==> src/rtl/piano_pkg.sv <==
// Shared constants for the piano song player: song geometry, field widths and
// sequencer state encodings.
package piano_pkg;
  localparam int         SONG_LEN  = 26;
  localparam int         NOTE_W    = 4;
  localparam int         DUR_W     = 26;
  localparam int         LOC_W     = 5;
  localparam logic [1:0] SONG_NONE = 2'd0;

  localparam logic [2:0] S_IDLE  = 3'd0;
  localparam logic [2:0] S_FETCH = 3'd1;
  localparam logic [2:0] S_LOAD  = 3'd2;
  localparam logic [2:0] S_PLAY  = 3'd3;
  localparam logic [2:0] S_GAP   = 3'd4;
endpackage

==> src/rtl/song_sequencer_dur_counter.sv <==
// Loadable down-counter with zero flag; saturates at zero instead of wrapping.
module dur_counter #(
  parameter int W = 26
) (
  input  logic         clk,
  input  logic         rst,
  input  logic         i_load,
  input  logic [W-1:0] i_val,
  input  logic         i_en,
  output logic         o_zero
);
  logic [W-1:0] r_cnt;

  always_ff @(posedge clk or posedge rst) begin
    if (rst)                        r_cnt <= '0;
    else if (i_load)                r_cnt <= i_val;
    else if (i_en && r_cnt != '0)   r_cnt <= r_cnt - W'(1);
  end

  assign o_zero = (r_cnt == '0);
endmodule

==> src/rtl/song_sequencer.sv <==
// Auto-play sequencer: walks the song ROM, holds each note for its duration,
// inserts a silent gap, and loops or finishes at the end of the song.
module song_sequencer #(
  parameter int SONG_LEN   = piano_pkg::SONG_LEN,
  parameter int GAP_CYCLES = 5_000_000,
  parameter int DUR_W      = piano_pkg::DUR_W
) (
  input  logic             clk,
  input  logic             rst,
  input  logic             start,
  input  logic             stop,
  input  logic             pause,
  input  logic             loop_en,
  input  logic [1:0]       song_sel,
  output logic             mem_isread,
  output logic [1:0]       mem_songnum,
  output logic [4:0]       mem_location,
  input  logic [3:0]       mem_note,
  input  logic [DUR_W-1:0] mem_duration,
  output logic [3:0]       note_out,
  output logic             note_on,
  output logic             busy,
  output logic             done
);
  import piano_pkg::*;

  localparam logic [DUR_W-1:0] GAP_LD = (GAP_CYCLES > 0) ? DUR_W'(GAP_CYCLES - 1) : '0;

  logic [2:0]       r_state;
  logic [1:0]       r_song;
  logic [LOC_W-1:0] r_loc;
  logic [3:0]       r_note;
  logic             r_done;

  logic             w_start, w_last;
  logic             w_dur_zero, w_gap_zero;
  logic             w_dur_load, w_gap_load;
  logic [DUR_W-1:0] w_dur_val;
  logic [2:0]       w_adv_state;
  logic [LOC_W-1:0] w_adv_loc;
  logic             w_adv_done;

  assign w_start = start && (song_sel != SONG_NONE);
  assign w_last  = (r_loc == LOC_W'(SONG_LEN - 1));

  // Next location / state when the current note is finished or skipped
  always_comb begin
    w_adv_state = S_FETCH;
    w_adv_loc   = r_loc + LOC_W'(1);
    w_adv_done  = 1'b0;
    if (w_last) begin
      w_adv_loc = '0;
      if (!loop_en) begin
        w_adv_state = S_IDLE;
        w_adv_done  = 1'b1;
      end
    end
  end

  assign w_dur_load = (r_state == S_LOAD);
  assign w_dur_val  = (mem_duration == '0) ? '0 : mem_duration - DUR_W'(1);
  assign w_gap_load = (GAP_CYCLES != 0) && (r_state == S_PLAY) && !pause && w_dur_zero;

  dur_counter #(.W(DUR_W)) u_dur (
    .clk(clk), .rst(rst), .i_load(w_dur_load), .i_val(w_dur_val),
    .i_en((r_state == S_PLAY) && !pause), .o_zero(w_dur_zero)
  );

  dur_counter #(.W(DUR_W)) u_gap (
    .clk(clk), .rst(rst), .i_load(w_gap_load), .i_val(GAP_LD),
    .i_en((r_state == S_GAP) && !pause), .o_zero(w_gap_zero)
  );

  always_ff @(posedge clk or posedge rst) begin
    if (rst) begin
      r_state <= S_IDLE;
      r_song  <= SONG_NONE;
      r_loc   <= '0;
      r_note  <= '0;
      r_done  <= 1'b0;
    end else begin
      r_done <= 1'b0;
      if (stop) begin
        r_state <= S_IDLE;
        r_song  <= SONG_NONE;
        r_loc   <= '0;
        r_note  <= '0;
      end else if (w_start) begin
        r_state <= S_FETCH;
        r_song  <= song_sel;
        r_loc   <= '0;
      end else begin
        case (r_state)
          S_FETCH: r_state <= S_LOAD;
          S_LOAD: begin
            if (mem_duration == '0) begin
              r_state <= w_adv_state;
              r_loc   <= w_adv_loc;
              r_done  <= w_adv_done;
              if (w_adv_done) r_song <= SONG_NONE;
            end else begin
              r_note  <= mem_note;
              r_state <= S_PLAY;
            end
          end
          S_PLAY: begin
            if (!pause && w_dur_zero) begin
              if (GAP_CYCLES != 0) r_state <= S_GAP;
              else begin
                r_state <= w_adv_state;
                r_loc   <= w_adv_loc;
                r_done  <= w_adv_done;
                if (w_adv_done) r_song <= SONG_NONE;
              end
            end
          end
          S_GAP: begin
            if (!pause && w_gap_zero) begin
              r_state <= w_adv_state;
              r_loc   <= w_adv_loc;
              r_done  <= w_adv_done;
              if (w_adv_done) r_song <= SONG_NONE;
            end
          end
          default: ;
        endcase
      end
    end
  end

  assign mem_isread   = (r_state == S_FETCH);
  assign mem_songnum  = r_song;
  assign mem_location = r_loc;
  assign note_out     = r_note;
  assign note_on      = (r_state == S_PLAY) && !pause;
  assign busy         = (r_state != S_IDLE);
  assign done         = r_done;
endmodule

==> config.mk <==
export PLATFORM = sky130hd
export DESIGN_NAME = song_sequencer
export DESIGN_NICKNAME = d
export VERILOG_FILES = /design/src/rtl/piano_pkg.sv /design/src/rtl/song_sequencer_dur_counter.sv /design/src/rtl/song_sequencer.sv
export SDC_FILE = /design/constraint.sdc
export NUM_CORES = 1
export LEC_CHECK = 0
export BUFFER_PORTS_ARGS = -buffer_cell sky130_fd_sc_hd__buf_2
export CORE_MARGIN = 2
export CORE_UTILIZATION = 55
export CTS_BUF_LIST = sky130_fd_sc_hd__clkbuf_2
export CTS_CLUSTER_DIAMETER = 200
export DETAILED_ROUTE_END_ITERATION = 12
export PLACE_DENSITY = 0.76
export RECOVER_POWER = 50
export SYNTH_ARGS = -nofsm -noshare
export SYNTH_HDL_FRONTEND = slang
export SYNTH_HIERARCHICAL = 1
export SYNTH_SLANG_ARGS = --single-unit
==> constraint.sdc <==
create_clock -name clk -period 4 [get_ports clk]
set_clock_uncertainty 0.1 [all_clocks]
set_input_delay 0.8 -clock clk [delete_from_list [all_inputs] [get_ports clk]]
set_output_delay 0.8 -clock clk [all_outputs]
set_load 0.02 [all_outputs]
== After elaboration in Yosys (flattened, before gate mapping) ==
Index checks and enable logic that the tools add are counted.
Cells by class
  add/subtract/negate cells: 4
  eq/ne operators: 10
  muxes and demuxes: 36
  reduce and logical (&&, ||, !) cells: 24
Operators by type and width (count)
  2-to-1 mux 26 bit: 5
  logical NOT 26 bit: 3
  subtractor 26 x 1 -> 26 bit (second input constant): 3
  nonzero test 26 bit: 2
  2-to-1 mux 5 bit: 5
  2-to-1 mux 3 bit: 6
  2-to-1 mux 4 bit: 4
  case mux 3 bit (4 select lines): 1
  2-to-1 mux 2 bit: 5
  case mux 5 bit (2 select lines): 1
  AND reduction 3 bit: 3
  logical AND 1 bit: 8
  != test 4 x 3 -> 1 bit (second input constant): 2
  nonzero test 2 bit: 4
  2-to-1 mux 1 bit: 7
  == test 3 x 2 -> 1 bit (second input constant): 2
  nonzero test 6 bit: 1
  adder 5 x 1 -> 5 bit (second input constant): 1
  == test 5 bit (second input constant): 1
  != test 2 bit (second input constant): 2
  != test 4 bit (second input constant): 1
  case mux 2 bit (2 select lines): 1
  nonzero test 4 bit: 1
  == test 3 x 1 -> 1 bit (second input constant): 1
  4 further kinds: 4
Word-level totals
  register bits after elaboration: 67
  input bits: 38
  output and inout bits: 15
  word-level logic and storage cells: 81

== Logic depth before layout (Yosys ltp) ==
  depth after elaboration: 7
  mapped depth: 14
  mapped depth without buffers: 11

== Hierarchy ==
Netlist, hierarchy kept.
Modules (own cells, without submodules)
  dur_counter: times used 2, cells each 184, area each 1646.6 µm², sequential area each 650.6 µm²
  song_sequencer: times used 1, cells each 205, area each 1516.5 µm², sequential area each 375.4 µm²

== Worst setup path after synthesis ==
No wires, ideal clock.
  path kind: register to register
  start point: register u_gap.r_cnt[0]
  end point: register r_loc[3] (netlist: mem_location[3])
  setup time: 78 ps
  data arrival time: 3129 ps
  required time: 3822 ps
  slack: 694 ps
  cell stages (with the launch flop): 12
  path buffers: 2
  period minus slack after synthesis: 3306 ps
  cells stage by stage: dfrtp_1 inv_1 ha_1 or4b_1 buf_2 or4_4 buf_6 nor2_1 nor4bb_1 o21bai_1 or4_1 a21oi_1
Between the ends
  word-level cells in the longest chain between the ends: 4
Ends and longest elaborated chain
  start, declared: line song_sequencer_dur_counter.sv:12  | logic [W-1:0] r_cnt;
  start signal, assigned: line song_sequencer_dur_counter.sv:16  | else if (i_load) r_cnt <= i_val;
  start signal, assigned: line song_sequencer_dur_counter.sv:17  | else if (i_en && r_cnt != '0) r_cnt <= r_cnt - W'(1);
  logical NOT 26 bit: line song_sequencer_dur_counter.sv:20  | assign o_zero = (r_cnt == '0);
  named net w_gap_zero: line song_sequencer.sv:36  | logic w_dur_zero, w_gap_zero;
  logical AND 1 bit: line song_sequencer.sv:118  | if (!pause && w_gap_zero) begin
  != test 4 x 3 -> 1 bit (no source line)
  AND reduction 3 bit (no source line)
  end signal, assigned: line song_sequencer.sv:98  | r_loc <= w_adv_loc;
  end signal, assigned: line song_sequencer.sv:111  | r_loc <= w_adv_loc;
  end signal, assigned: line song_sequencer.sv:120  | r_loc <= w_adv_loc;
  end, declared: line song_sequencer.sv:31  | logic [LOC_W-1:0] r_loc;
The timed path passes the listed nets, and every way through them passes these cells.
A chain may end at the register's enable or synchronous reset.

== Worst setup path in the final report ==
Same ends and word-level chain as after synthesis.

==> metrics.txt <==
MaxCap Viol Count 0; ys async rst share 100%; Final Hold Fails 0; first-pass GRT wire length 19200 µm; Mapped Avg Cell Area 8.39 µm²; Slew Limit Fails 0; die span in x 97.5 µm; Worst R2R Setup Slack 310 ps; final setup violation count 0; main area contributors after synthesis dfrtp_1 (35%), nor2_1 (5.2%), or4_1 (4.2%), o21ai_0 (4.2%), xnor2_1 (4.0%); Max transition margin 34.0%; total CTS buffers 9; CTS H-tree depth 3; CTS tree built; CTS Root Cell clkbuf_2; worst r2r dst mem_location[3]; # rows 34; clk buf depth 2; layout cell share with drive strength beyond 1 15.0%; Crit Path Max Fanout 15; Post-Synthesis Cells 573; # IOs 53; area delta synth->final 9.60%; RSZ-0062 raised after global routing no; sequential element share of the synthesized area 34.9%; Fin Setup TNS 0 ps; Initial Util 56.0%; Post-CTS Hold Fix Bufs 0; die height 97.5 µm; clk sinks 67; n_diodes 0; Vias 4450; Yosys warning count 6; Worst Path Required 4330 ps; worst-case reg-to-reg path depth 9; maximum vdd drop 148 µV; Global Route Usage Sum 23.9%; final WL 10900 µm; initial antenna violation count 0; slew of the pin with the lowest slew margin 989 ps; drt initial violations 306; critical path type register to register; hold slack final 243 ps; Synth area leader dfrtp_1; HPWL after DPL 7960 µm; Final nets 679; DRT antenna net count 0; die area 9510 µm²; most frequent cells after synthesis dfrtp_1 (67), nor2_1 (67), nand2_1 (47); largest net degree at the start of global routing 27; EDFF count, synth 0; Yosys cell types 58; core area 8590 µm²; Avg WL per Cell 14.6 µm; First-pass DRT Iterations 5; synthesis-stage register bit count 67; Post-synth top flop dfrtp_1; PostCTS Resize Cnt 0; PD cells 296 nW/µm²; final worst slack 306 ps; Setup Fix Bufs, Post-CTS 0; routability cong. 0.839; crit end category register; Via density 5.96; Clock transition at path regs 190 ps; Worst Setup Start Kind register; Mapped Area 4810 µm²; Total Power 1.56 mW; Worst-Skew Late Latency 480 ps; crit path time final 3690 ps; I/O Buffers 52; GR Overflow Total 0; status completed; Hold Crit Class primary input to asynchronous set/reset pin; Yosys top cell area share 34.9%; Pleak 2.11 nW; Tcrit/Tclk final 92.3%; vias in the first global route 4285; pre-CTS setup slack 365 ps; r2r startpoint u_gap/r_cnt[0]; f_max 271 MHz; Data arrival, critical path 4030 ps; # DRC 0
worst max-delay path by stage:
stage,cells past startpoint,endpoint,start
after CTS,9,mem_location[3],u_gap/r_cnt[0]
after global placement,9,mem_location[3],u_gap/r_cnt[0]
after detailed placement,9,mem_location[3],u_gap/r_cnt[0]
after floorplan,11,mem_location[3],u_gap/r_cnt[0]
final,9,mem_location[3],u_gap/r_cnt[0]
after global routing,9,mem_location[1],u_gap/r_cnt[0]
kinds of logic (layout without fill, tap and decap cells):
group / count (synthesis) / in the layout / synth area share, %
fa+ha+maj: 6 / 6 / 1.56
xor+xnor: 43 / 43 / 7.83
other cells: 2 / 26 / 0.156
mux: 12 / 12 / 2.91
simple gates: 262 / 262 / 30.0
buf+inv: 47 / 89 / 4.53
flops: 67 / 67 / 34.9
compound gates: 134 / 134 / 18.2
cell usage in the layout, fill, tap and decap left out, types with 5 or more instances in the layout:
cell	n
a21oi_1	21
a31oi_1	19
buf_2	44
buf_4	7
clkbuf_1	8
clkbuf_2	10
conb_1	26
dfrtp_1	67
ha_1	6
inv_1	12
mux2_2	8
nand2_1	47
nand2b_1	5
nand3_1	12
nand3b_1	7
nand4_1	6
nor2_1	67
nor2b_1	8
nor3_1	19
nor4_1	14
o2111ai_1	6
o211ai_1	10
o21ai_0	40
o311ai_0	6
o31ai_1	13
o41ai_1	5
or2_2	5
or3_1	21
or4_1	27
xnor2_1	22
xor2_1	21
layer usage:
| metal | GRT usage, % | share of wire (%) | vias to the layer above |
|---|---|---|---|
| met2 | 38.4 | 48 | 115 |
| met4 | 8.12 | 0.98 | 0 |
| met3 | 3.88 | 3.9 | 11 |
| li1 | - | - | 2222 |
| met1 | 32.8 | 47 | 2102 |
| met5 | 0 | 0 | - |
state kept, by name (all words and copies together), names as in the netlist:
| signal | cells |
|---|---|
| done | 1 |
| mem_location | 5 |
| mem_songnum | 2 |
| note_out | 4 |
| r_state | 3 |
| u_dur/r_cnt | 26 |
| u_gap/r_cnt | 26 |
layout make-up:
cell class                      count  area (µm²)
Fill cell                         771        3320
Multi-Input combinational cell    483        3010
Sequential cell                    67        1680
Timing Repair Buffer               59         303
Tap cell                          108         135
Inverter                           15        56.3
Clock buffer                       10        50.0
Clock inverter                      5        45.0
critical path, stage by stage, from the launching register on:
cell and delay [ps]:
dfrtp_1 420, inv_1 90, ha_1 190, or4b_1 540, or4_4 660, nor2_1 260, nor4bb_1 440, o21bai_1 270
or4_1 520, a21oi_1 160
per-stage QoR:
stage                     instances  utilization, %  cell area, µm²
after floorplan                 597               -            4900
after global placement          732            60.4            5190
after detailed placement        732            60.4            5190
after CTS                       747            61.5            5280
after global routing            747            61.3            5270
final                           747            61.3            5270
report_power, final:
part	switching (mW)	internal, mW	total, mW	leakage, nW
Sequential	0.105	0.770	0.875	0.871
Clock	0.229	0.136	0.365	0.0619
Combinational	0.174	0.147	0.321	1.18
Total	0.508	1.05	1.56	2.11
(Power assumes the default switching activity.)
